`src/rtl/pipelined_adder.sv`:
```
// Pipelined WIDTH-bit adder/subtractor. The carry chain is cut into STAGES equal slices,
// one slice per register stage, behind a valid/ready handshake that stalls the whole pipe.
module pipelined_adder #(
    parameter int WIDTH  = 16,
    parameter int STAGES = 4
) (
    input  logic             clk,
    input  logic             rst,
    input  logic             in_valid,
    output logic             in_ready,
    input  logic [WIDTH-1:0] ina,
    input  logic [WIDTH-1:0] inb,
    input  logic             cin,
    input  logic             sub,
    output logic             out_valid,
    input  logic             out_ready,
    output logic [WIDTH-1:0] sum,
    output logic             cout,
    output logic             ovf
);
    localparam int S    = WIDTH / STAGES;
    localparam int LAST = STAGES - 1;

    logic [STAGES-1:0] valid_q;
    logic [WIDTH-1:0]  a_q     [STAGES];
    logic [WIDTH-1:0]  b_q     [STAGES];
    logic [WIDTH-1:0]  sum_q   [STAGES];
    logic              carry_q [STAGES];
    logic              ovf_q;

    logic [WIDTH-1:0]  a_d     [STAGES];
    logic [WIDTH-1:0]  b_d     [STAGES];
    logic [WIDTH-1:0]  sum_d   [STAGES];
    logic              c_in    [STAGES];
    logic [S:0]        slice   [STAGES];
    logic              carry_d [STAGES];
    logic              ovf_d;
    logic              stall;

    assign stall    = valid_q[LAST] && !out_ready;
    assign in_ready = !stall;

    // Each stage carries the full operands and the partial sum forward; stage k fills
    // bits [k*S +: S] of the sum using the carry registered by stage k-1.
    always_comb begin
        // NOTE: every combinational output gets a value on every path, so no latch can be inferred.
        a_d[0]   = ina;
        b_d[0]   = sub ? ~inb : inb;
        sum_d[0] = '0;
        c_in[0]  = sub ? ~cin : cin;
        for (int k = 1; k < STAGES; k++) begin
            a_d[k]   = a_q[k-1];
            b_d[k]   = b_q[k-1];
            sum_d[k] = sum_q[k-1];
            c_in[k]  = carry_q[k-1];
        end
        for (int k = 0; k < STAGES; k++) begin
            slice[k]            = {1'b0, a_d[k][k*S +: S]} + {1'b0, b_d[k][k*S +: S]}
                                + {{S{1'b0}}, c_in[k]};
            sum_d[k][k*S +: S]  = slice[k][S-1:0];
            carry_d[k]          = slice[k][S];
        end
        ovf_d = (a_d[LAST][WIDTH-1] == b_d[LAST][WIDTH-1])
             && (sum_d[LAST][WIDTH-1] != a_d[LAST][WIDTH-1]);
    end

    // NOTE: sequential state uses non-blocking assignments so every stage samples the old value of its predecessor.
    always_ff @(posedge clk or posedge rst) begin
        if (rst) begin
            // NOTE: data registers are cleared too, so sum/cout/ovf read zero out of reset.
            valid_q <= '0;
            ovf_q   <= 1'b0;
            for (int k = 0; k < STAGES; k++) begin
                a_q[k]     <= '0;
                b_q[k]     <= '0;
                sum_q[k]   <= '0;
                carry_q[k] <= 1'b0;
            end
        end else if (!stall) begin
            valid_q[0] <= in_valid;
            for (int k = 1; k < STAGES; k++) begin
                valid_q[k] <= valid_q[k-1];
            end
            for (int k = 0; k < STAGES; k++) begin
                a_q[k]     <= a_d[k];
                b_q[k]     <= b_d[k];
                sum_q[k]   <= sum_d[k];
                carry_q[k] <= carry_d[k];
            end
            ovf_q <= ovf_d;
        end
    end

    assign out_valid = valid_q[LAST];
    assign sum       = sum_q[LAST];
    assign cout      = carry_q[LAST];
    assign ovf       = ovf_q;

endmodule

```
`config.mk`:
```
export PLATFORM = sky130hd
export DESIGN_NAME = pipelined_adder
export DESIGN_NICKNAME = d
export VERILOG_FILES = /design/src/rtl/pipelined_adder.sv
export SDC_FILE = /design/constraint.sdc
export NUM_CORES = 1
export LEC_CHECK = 0
export ABC_AREA = 1
export BUFFER_PORTS_ARGS = -buffer_cell sky130_fd_sc_hd__buf_2
export CORE_MARGIN = 1
export CORE_UTILIZATION = 54
export DETAILED_ROUTE_END_ITERATION = 10
export GPL_ROUTABILITY_DRIVEN = 1
export PLACE_DENSITY = 0.88
export RECOVER_POWER = 100
export SLEW_MARGIN = 10
export SYNTH_ARGS = -nofsm -noshare
export SYNTH_HDL_FRONTEND = slang
export SYNTH_SLANG_ARGS = --single-unit
```
`constraint.sdc`:
```
create_clock -name clk -period 8.6 [get_ports clk]
set_clock_uncertainty 0.15 [all_clocks]
set_input_delay 1.29 -clock clk [delete_from_list [all_inputs] [get_ports clk]]
set_output_delay 1.29 -clock clk [all_outputs]
set_load 0.02 [all_outputs]
```
# Yosys cells after proc, flatten, opt, wreduce, memory -nomap -nowiden
# Cells that the tools add are included.
# totals
register_bits,145
output_inout_bits,20
wordCells,34
# classes
addsub,8
n_eq_ne,2
muxes,2
bitwise,2
n_reduce_logical,4
# op_table
operator,n
4-bit by 4-bit adder with 5-bit output,4
5-bit by 1-bit adder with 5-bit output,4
16-bit 2-to-1 mux,1
16-bit inverter,1
1-bit logical AND,2
1-bit zero test,2
1-bit == test,1
1-bit 2-to-1 mux,1
1-bit != test,1
1-bit inverter,1

# Logic depth before layout (Yosys ltp)
# Gate-level depths: netlist (run 1).
# logic_depth
ltp_word,4
mapped_depth,9

# Worst setup path after synthesis (run 1)
# OpenSTA, ideal clock, no wires.
# synth_path
kind,input to output
start,input out_ready
end,output in_ready
arrival_ns,1.865
required_ns,7.160
setup_slack_ns,5.295
stages,4
path_cell_list,nor2_4 inv_2 buf_4 buf_2
# synth_between
elab_chain_cells,3
# synth_lines
element,line,text
start: declaration,16,"input logic out_ready,"
1-bit zero test,40,assign stall = valid_q[LAST] && !out_ready;
1-bit logical AND,40,
1-bit zero test,-,
end: declaration,10,"output logic in_ready,"
# No other way between the ends.

# Worst setup path after layout (run 1)
# layout_path
start,input out_ready
end,register sum_q (netlist bit sum_d[34])
# layout_between
elab_chain_cells,2
# layout_lines
element,line,text
1-bit zero test,40,
1-bit logical AND,40,
end signal: indexed assignment,87,sum_q[k] <= sum_d[k];
end: declaration,27,logic [WIDTH-1:0] sum_q [STAGES];
# No other way between the ends.
# A chain may end at the register's enable or synchronous reset.

==> results of run 1 <==
flip-flops by register name, indices dropped and copies added (netlist names):
| name | flops |
|---|---|
| cout | 1 |
| sum | 16 |
| ovf | 1 |
| c_in | 3 |
| a_d | 24 |
| b_d | 24 |
| sum_d | 24 |
| valid_q | 4 |
metrics by stage:
step / instances / setup slack (ps)
4_1_cts: 624 / 4653
3_3_place_gp: 608 / 4670
2_1_floorplan: 468 / 4626
6_report: 624 / 3829
3_5_place_dp: 608 / 4655
5_1_grt: 624 / 2964
routing by layer:
layer / GRT usage, % / part of all wire (%)
met3: 2.848 / 2.5
met4: 8.598 / 2.0
met5: 0 / 0
met2: 32.45 / 49
met1: 25.86 / 47
area by class of cell:
class | instances | area (µm²) | area share (%)
Clock buffer | 9 | 123.9 | 2.601
Clock inverter | 7 | 61.31 | 1.287
Inverter | 35 | 132.6 | 2.785
Multi-Input combinational cell | 314 | 1615 | 33.92
Sequential cell | 97 | 2427 | 50.97
Tap cell | 102 | 127.6 | 2.680
Timing Repair Buffer | 60 | 274.0 | 5.754
power breakdown:
part	leakage, nW	internal, mW	switching, mW	total [mW]
clock network	0.0952	0.111	0.168	0.279
registers	1.17	0.659	0.110	0.769
logic	1.15	0.222	0.390	0.612
critical path: cells and delay by family:
kind	cells	cell delay (ps)
buffers and inverters	4	2930
AOI/OAI and AO/OA	2	550
and+or+nand+nor	1	50
worst max-delay path by stage:
stage	start	to	slack, ps	cells past startpoint
floorplan	rst	a_d[12]	4630	1
global placement	out_ready	in_ready	4670	5
detailed placement	out_ready	in_ready	4660	5
CTS	out_ready	in_ready	4650	5
global route	rst	b_d[37]	2960	3
finish	out_ready	sum_d[34]	3830	7
placed cells by master (no fill, tap or decap), drive strengths merged:
cell,netlist,layout
or2,1,1
xnor2,12,12
a21oi,7,7
fa,8,8
inv,35,38
xor2,5,5
o21ai,58,58
clkinvlp,0,1
clkbuf,6,32
dfrtp,97,97
buf,16,37
nor2,14,14
ha,12,12
o31ai,1,1
nand3,17,17
nand2,179,179
clkinv,0,3
kinds of logic (layout without fill, tap and decap cells):
| logic type | count (synthesis) | count (layout) |
|---|---|---|
| adder cells (fa/ha/maj) | 20 | 20 |
| XOR/XNOR | 17 | 17 |
| AO/OA/AOI/OAI | 66 | 66 |
| AND/OR/NAND/NOR | 211 | 211 |
| flip-flops | 97 | 97 |
| buffers and inverters | 57 | 111 |
==> out/summary.txt, run 1 <==
result of the run = finished with violations
violations in the final reports = capacitance limit, slew limit
Via density = 4.982
wire length of the first global-routing pass = 12.98 mm
hold endpoint = sum[10]
post-route clock period utilization = 55.47%
height of the die = 91.23 µm
RSZ-0062 raised after global routing = no
Initial DRC Count = 128
synthesized net count = 526
kind of start point of the critical path = input pin
number of search-and-repair iterations in the first detailed-routing pass = 5
WP data required = 8740 ps
CTS tree = done
Routed WL per cell = 12.21 µm
critical-path cell list = clkbuf_1 -> nor2_4 -> buf_4 -> inv_1 -> clkbuf_1 -> o21ai_0 -> o21ai_0
highest-delay cell along the critical path = sky130_fd_sc_hd__clkbuf_1
fraction of the core area covered by cells at the end of the flow = 61.63%
hold violation count in the final report = 0
final worst hold slack = 324.9 ps
worst-margin pin slew = 3183 ps
Area growth syn-to-layout = 10.77%
wire length after detailed routing = 7.618 mm
startpoint of the most critical register-to-register path = valid_q[3]
area enclosed by the die boundary = 8322 µm²
Antenna Nets Post-Route = 0
total design power = 1.660 mW
Commonest cells post-synth = sky130_fd_sc_hd__nand2_1, sky130_fd_sc_hd__dfrtp_1, sky130_fd_sc_hd__inv_1, sky130_fd_sc_hd__o21ai_1, sky130_fd_sc_hd__o21ai_0
CP Class = input pin to flop
area of the mapped netlist = 4299 µm²
total CTS buffers = 9
worst min-delay path startpoint = sum_d[10]
count of nets after finishing = 575
Top Ports = 58
estimated wirelength of the detail-placed design = 5.004 mm
Worst slew margin = -112.2%
Max Freq = 209.6 MHz
Setup Buffers After CTS = 0
largest net degree at the start of global routing = 110
remaining design rule violation count = 0
IO buf count = 57
Die Width = 91.23 µm
adder and majority gate portion of the synthesized area = 7.218%
area share of and/or/nand/nor cells after synthesis = 19.15%
H-tree levels = 3
number of sinks handled by clock tree synthesis = 97
flip-flop and latch count after synthesis = 97
post-route cell area = 4762 µm²
number of setup violations in the final report = 0
count of mapped cells out of synthesis = 468
Hold Crit Depth = 2
crit end category = flop
buffer depth of the longest clock path = 2
proportion of synthesized area in mux cells = 0%
fraction of the mapped netlist area in compound gates = 7.742%
Most used DFF post-synth = sky130_fd_sc_hd__dfrtp_1
post-synth top area cell = sky130_fd_sc_hd__dfrtp_1
number of maximum-capacitance constraint violations = 3
RePlAce Congestion = 0.7798
Std-Cell Core Area = 7727 µm²
main combinational cell family by area after synthesis = simple AND/OR/NAND/NOR gates
buffer cell driving the clock tree root = sky130_fd_sc_hd__clkbuf_8
Register-to-Register Path Depth = 7
global route overflow = 0
initial cell density of the core = 55.63%
FILL cells = 663
top cells by area in the synthesized netlist = sky130_fd_sc_hd__dfrtp_1, sky130_fd_sc_hd__nand2_1, sky130_fd_sc_hd__o21ai_1, sky130_fd_sc_hd__fa_1, sky130_fd_sc_hd__ha_1
total number of yosys warnings = 0
number of antenna violations at the first check in global routing = 0
reg2reg setup slack = 4410 ps
number of diodes added for antenna fixing = 0
minimum clock period after layout = 4771 ps
setup total negative slack = 0 ps
via count of the routed design = 3,109
post-CTS sizing = 0
clock transition time at the flip-flop clock pins of the worst setup and hold paths = 100 ps
EDFF count, synth = 0
critical path data arrival time = 4910 ps
most repeated cell in the gate-level netlist after synthesis = sky130_fd_sc_hd__nand2_1
worst-path fanout max = 109
total power per unit cell area = 348.7 nW/µm²
Netlist cell types = 21
worst-skew pair later-pin latency = 360 ps
vias in the first global route = 2,998
delay of the slowest cell on the worst path = 2260 ps
number of cell rows = 32
average cell area after synthesis = 9.186 µm²
cell area after placement = 4612 µm²
total of hold buffers inserted after clock tree synthesis = 0
terminus of the critical flop-to-flop path = sum_d[34]
Async SR Flop Fraction = 100.0%
layout cells sized above 1 = 10.73%
HP Class = flop to flop
Post-Synth XOR/XNOR Area = 3.463%
proportion of netlist area held by the largest area contributor = 56.46%
sequential area share after synthesis = 56.46%
Max Transition Viols Final = 186
Peak supply drop = 0.0002146 V
Total Routing Usage GR = 19.58%
Leakage = 2.418 nW
Power figures use the tool's default switching activity.
==> inputs of run 2 (changes only) <==
==> constraint.sdc (replaced) <==
create_clock -name clk -period 4.59 [get_ports clk]
set_clock_uncertainty 0.15 [all_clocks]
set_input_delay 0.6885 -clock clk [delete_from_list [all_inputs] [get_ports clk]]
set_output_delay 0.6885 -clock clk [all_outputs]
set_load 0.02 [all_outputs]
==> run 2 against run 1 <==
Compared with the run above:
- the flow still finishes with violations (capacitance limit, slew limit)
- die area is the same
- clock-buffer cell count is the same
- non-clock buffer count is the same
- largest power group unchanged
- first-iteration DRC count grew 14%
- critical endpoint is now in_ready
- sequential share of layout area is essentially flat
- global-route usage grew 0.82 points
- final area is essentially flat
- critical path depth shrank 3
- sequential power grew 86%
==> out/summary.txt, run 2 (synthesized netlist as in run 1, its figures left out) <==
critical-path cell list = inv_1 -> nor2_1 -> inv_1 -> clkbuf_1
met3 layer wire length in the routed design = 276 µm (+43%)
startpoint of the most critical register-to-register path = valid_q[3]
buffer depth of the longest clock path = 2 (unchanged)
Total Routing Usage GR = 20.41% (+0.82 points)
height of the die = 91.23 µm (unchanged)
RePlAce Congestion = 0.7890 (+1.2%)
minimum clock period after layout = 2789 ps
HP Class = flop to flop
buffer cell driving the clock tree root = sky130_fd_sc_hd__clkbuf_8
worst-path fanout max = 39 (-64%)
reg2reg setup slack = 1960 ps (-2450 ps)
clock transition time at the flip-flop clock pins of the worst setup and hold paths = 100 ps (about the same)
remaining design rule violation count = 0 (unchanged)
delay of the slowest cell on the worst path = 750 ps (-1510 ps)
Initial DRC Count = 146 (+14%)
terminus of the critical flop-to-flop path = sum[15]
number of setup violations in the final report = 0 (unchanged)
Peak supply drop = 0.0004848 V (+130%)
Via density = 4.989 (+0.13%)
total CTS buffers = 9 (unchanged)
via count of the routed design = 3,113 (+0.13%)
vias in the first global route = 3,109 (+3.7%)
WP data required = 3750 ps (-4990 ps)
Worst slew margin = -94.02% (+18 points)
crit end category = output port
kind of start point of the critical path = flop
highest-delay cell along the critical path = sky130_fd_sc_hd__inv_1
buffers plus inverters on the worst setup path = 3 (-1)
worst-margin pin slew = 2894 ps (-289.1 ps)
total of hold buffers inserted after clock tree synthesis = 0 (unchanged)
initial cell density of the core = 55.63% (unchanged)
Register-to-Register Path Depth = 6 (-1)
setup total negative slack = 0 ps (unchanged)
post-CTS sizing = 0 (unchanged)
hold endpoint = sum[11]
dominant cell type by count on the critical path = sky130_fd_sc_hd__inv_1
H-tree levels = 3 (unchanged)
Max Freq = 358.5 MHz
wire length after detailed routing = 7.516 mm (-1.3%)
Hold Crit Depth = 2 (unchanged)
estimated wirelength of the detail-placed design = 4.969 mm (-0.71%)
Area growth syn-to-layout = 10.71% (about the same)
Max Transition Viols Final = 181 (-2.7%)
most common library cell in the layout ignoring fill and taps = sky130_fd_sc_hd__nand2_1
total power per unit cell area = 650.8 nW/µm² (+87%)
wire length of the first global-routing pass = 13.39 mm (+3.2%)
number of diodes added for antenna fixing = 0 (unchanged)
Leakage = 2.427 nW (+0.39%)
global route overflow = 0 (unchanged)
metal1 wirelength = 3.391 mm (-5.0%)
CP Class = flop to output port
met2 routed wirelength = 3.632 mm (-1.9%)
number of sinks handled by clock tree synthesis = 97 (unchanged)
number of search-and-repair iterations in the first detailed-routing pass = 4 (-1)
critical path data arrival time = 1950 ps (-2960 ps)
count of nets after finishing = 575 (unchanged)
worst min-delay path startpoint = sum_d[11]
largest net degree at the start of global routing = 109 (-0.91%)
post-route clock period utilization = 60.77%
number of antenna violations at the first check in global routing = 0 (unchanged)
Antenna Nets Post-Route = 0 (unchanged)
fraction of the core area covered by cells at the end of the flow = 61.59% (about the same)
worst-skew pair later-pin latency = 370 ps (about the same)
number of cell rows = 32 (unchanged)
most used cells in the layout excluding fill and tap cells = sky130_fd_sc_hd__nand2_1, sky130_fd_sc_hd__dfrtp_1, sky130_fd_sc_hd__o21ai_0, sky130_fd_sc_hd__buf_2, sky130_fd_sc_hd__inv_1
CTS tree = done
Routed WL per cell = 12.04 µm (-1.3%)
layout cells sized above 1 = 11.11% (+0.38 points)
Die Width = 91.23 µm (unchanged)
hold violation count in the final report = 0 (unchanged)
area enclosed by the die boundary = 8322 µm² (unchanged)
IO buf count = 57 (unchanged)
RSZ-0062 raised after global routing = no
violations in the final reports = capacitance limit, slew limit
result of the run = finished with violations
Std-Cell Core Area = 7727 µm² (unchanged)
cell family with most CP delay = buffers and inverters
Setup Buffers After CTS = 0 (unchanged)
Top Ports = 58 (unchanged)
number of maximum-capacitance constraint violations = 2 (-1)
top routing layer used = met4
==> run 2: through the flow <==
stage | instance area [µm²] | total power [mW] | worst slack (ps) | hold WS, ps | cells
3_5_place_dp | 4612 | 2.631 | 1787 | 302.4 | 608
4_1_cts | 4796 | 3.165 | 2096 | 326.8 | 624
6_report | 4760 | 3.098 | 1801 | 323.4 | 624
2_1_floorplan | 4299 | 2.325 | 1218 | 272.7 | 468
5_1_grt | 4760 | 3.381 | 1441 | 337.0 | 624
3_3_place_gp | 4612 | 2.554 | 1921 | 291.0 | 608
==> run 2: how the worst max path moves through the flow <==
stage                    start  endpoint  slack, ps  cells past startpoint
finish              valid_q[3]  in_ready       1800                      4
global route               rst   a_d[14]       1440                      3
CTS                 valid_q[3]  in_ready       2100                      4
detailed placement         sub   c_in[2]       1790                      8
global placement           sub   c_in[2]       1920                      8
floorplan                  rst   a_d[12]       1220                      1
==> run 2: report_power, final <==
part | internal [mW] | switching [mW]
sequential | 1.23 | 0.200
clock | 0.207 | 0.318
combinational | 0.410 | 0.728
total | 1.85 | 1.25
==> run 2: worst register-to-register path, stage by stage, from the launching register on <==
cell and delay (ps):
sky130_fd_sc_hd__dfrtp_1 360, sky130_fd_sc_hd__inv_1 50, sky130_fd_sc_hd__nor2_1 150, sky130_fd_sc_hd__clkbuf_2 1360, sky130_fd_sc_hd__nor2_1 190, sky130_fd_sc_hd__nand3_1 170, sky130_fd_sc_hd__nand3_1 80
==> run 2: area by class of cell <==
type	instances	area, µm²
sequential	97	2427
fill	635	2968
clock buffer	9	123.9
inverter	35	132.6
multi-input combinational	314	1608
timing repair buffer	60	280.3
tap	102	127.6
clock inverter	7	60.06
==> run 2: routing by layer <==
layer / vias up / GRT usage [%]
li1: 1555 / -
met5: - / 0
met2: 58 / 35.04
met1: 1481 / 25.04
met3: 19 / 3.518
met4: 0 / 9.921
==> inputs of run 3 (changes only) <==
--- a/config.mk
+++ b/config.mk
@@ -8,7 +8,7 @@
 export ABC_AREA = 1
 export BUFFER_PORTS_ARGS = -buffer_cell sky130_fd_sc_hd__buf_2
 export CORE_MARGIN = 1
-export CORE_UTILIZATION = 54
+export CORE_UTILIZATION = 52
 export DETAILED_ROUTE_END_ITERATION = 10
 export GPL_ROUTABILITY_DRIVEN = 1
 export PLACE_DENSITY = 0.88
==> constraint.sdc (replaced) <==
create_clock -name clk -period 2.39 [get_ports clk]
set_clock_uncertainty 0.15 [all_clocks]
set_input_delay 0.3585 -clock clk [delete_from_list [all_inputs] [get_ports clk]]
set_output_delay 0.3585 -clock clk [all_outputs]
set_load 0.02 [all_outputs]
==> run 3 against run 2 <==
Compared with the run above:
- the flow now finishes without violations
- largest power group unchanged
- via count decreased by 1.4%
- sequential share of layout area shrank 0.65 points
- global-route usage fell by 1.1 points
- register-to-register slack worse by 1500 ps
- clock power is 90% higher
- largest cell class unchanged
- critical path type unchanged
==> out/summary.txt, run 3 (synthesized netlist as in run 1, its figures left out) <==
post-route clock period utilization = 83.26%
total power per unit cell area = 1240 nW/µm² (+91%)
height of the die = 92.93 µm (+1.9%)
setup total negative slack = 0 ps (unchanged)
worst-skew pair later-pin latency = 360 ps (about the same)
clock transition time at the flip-flop clock pins of the worst setup and hold paths = 90 ps (about the same)
Antenna Nets Post-Route = 0 (unchanged)
total CTS buffers = 9 (unchanged)
count of nets after finishing = 578 (+0.52%)
crit end category = output port
number of diodes added for antenna fixing = 0 (unchanged)
estimated wirelength of the detail-placed design = 4.986 mm (+0.35%)
wire length of the first global-routing pass = 13.09 mm (-2.3%)
hold violation count in the final report = 0 (unchanged)
kind of start point of the critical path = flop
total design power = 5.978 mW (+93%)
worst-margin pin slew = 497.1 ps (-2397 ps)
result of the run = finished clean
Max Freq = 502.5 MHz
Initial DRC Count = 226 (+55%)
IO buf count = 57 (unchanged)
minimum clock period after layout = 1990 ps
Routed WL per cell = 12.12 µm (+0.61%)
Max Transition Viols Final = 0 (-100%)
Peak supply drop = 0.0008272 V (+71%)
number of setup violations in the final report = 0 (unchanged)
CP Class = flop to output port
Top Ports = 58 (unchanged)
number of antenna violations at the first check in global routing = 0 (unchanged)
Total Routing Usage GR = 19.32% (-1.1 points)
wire length after detailed routing = 7.598 mm (+1.1%)
number of cells in the design after placement = 610 (+0.33%)
CTS tree = done
most common library cell in the layout ignoring fill and taps = sky130_fd_sc_hd__nand2_1
number of cell rows = 32 (unchanged)
HP Class = input pin to flop
Std-Cell Core Area = 7848 µm² (+1.6%)
H-tree levels = 3 (unchanged)
initial cell density of the core = 54.78% (-0.85 points)
via count of the routed design = 3,068 (-1.4%)
area enclosed by the die boundary = 8635 µm² (+3.8%)
vias in the first global route = 3,003 (-3.4%)
fin cells = 627 (+0.48%)
Area growth syn-to-layout = 12.14%
worst-path fanout max = 19 (-51%)
Via density = 4.893 (-1.9%)
WP data required = 1880 ps (-1870 ps)
layout cells sized above 1 = 11.24% (+0.13 points)
RePlAce Congestion = 0.8116 (+2.9%)
Worst slew margin = 66.86% (+160 points)
critical path data arrival time = 1480 ps (-470 ps)
buffer depth of the longest clock path = 2 (unchanged)
remaining design rule violation count = 0 (unchanged)
number of sinks handled by clock tree synthesis = 97 (unchanged)
Die Width = 92.93 µm (+1.9%)
most used cells in the layout excluding fill and tap cells = sky130_fd_sc_hd__nand2_1, sky130_fd_sc_hd__dfrtp_1, sky130_fd_sc_hd__o21ai_0, sky130_fd_sc_hd__buf_2, sky130_fd_sc_hd__inv_1
number of maximum-capacitance constraint violations = 0 (-2)
global route overflow = 0 (unchanged)
RSZ-0062 raised after global routing = no
Leakage = 2.440 nW (+0.54%)
post-CTS sizing = 0 (unchanged)
largest net degree at the start of global routing = 109 (unchanged)
buffer cell driving the clock tree root = sky130_fd_sc_hd__clkbuf_8
number of search-and-repair iterations in the first detailed-routing pass = 4 (unchanged)
-- run 3: routing by layer --
layer | global-route usage (%) | part of all wire [%]
met1 | 25.67 | 47
met2 | 31.74 | 47
met3 | 2.463 | 3.5
met4 | 8.846 | 2.2
met5 | 0 | 0
-- run 3: area by class of cell --
cell class	count	area, µm²
fillers	681	3027
flip-flops and latches	97	2427
multi-input cells	314	1608
repair buffers	63	337.8
inverters	35	135.1
well taps	102	127.6
clock buffers	9	123.9
clock inverters	7	61.31
-- run 3: critical path, cell delays in order, from the launching register on --
cell and delay, ps:
sky130_fd_sc_hd__dfrtp_1 360, sky130_fd_sc_hd__inv_1 40, sky130_fd_sc_hd__nor2_1 250, sky130_fd_sc_hd__inv_2 240, sky130_fd_sc_hd__clkbuf_1 230
-- run 3: worst paths after layout --
path / from / end / slack [ps] / cells past startpoint
worst max-delay path: valid_q[3] / in_ready / 400 / 4
worst min-delay path: ina[5] / a_d[37] / 50 / 3
worst max register to register: a_d[36] / c_in[1] / 480 / 6
worst min register to register: sum_d[9] / sum[9] / 330 / 2
max in group asynchronous: rst / b_d[47] / 1210 / 4
min in group asynchronous: rst / sum[13] / 530 / 4
-- run 3: report_power, final --
part / switching, mW / leakage [nW] / total (mW) / internal [mW]
clock: 0.603 / 0.0888 / 1.00 / 0.398
sequential: 0.384 / 1.17 / 2.75 / 2.37
combinational: 1.42 / 1.18 / 2.23 / 0.809
total: 2.40 / 2.44 / 5.98 / 3.57
-- run 3: per-stage QoR --
stage	worst slack, ps	instance area (µm²)	util [%]	hold WS (ps)
finish	400.0	4821	61.43	49.59
global route	252.7	4821	61.43	48.06
CTS	443.1	4861	61.94	39.57
detailed placement	250.2	4666	59.45	304.4
global placement	328.0	4666	59.45	288.9
floorplan	203.4	4303	-	272.7
-- run 3: what timing repair did --
item / CTS / global route
endpoints found under the hold margin: 40 / 0
setup buffers: 0 / 0
hold buffers: 1 / 0
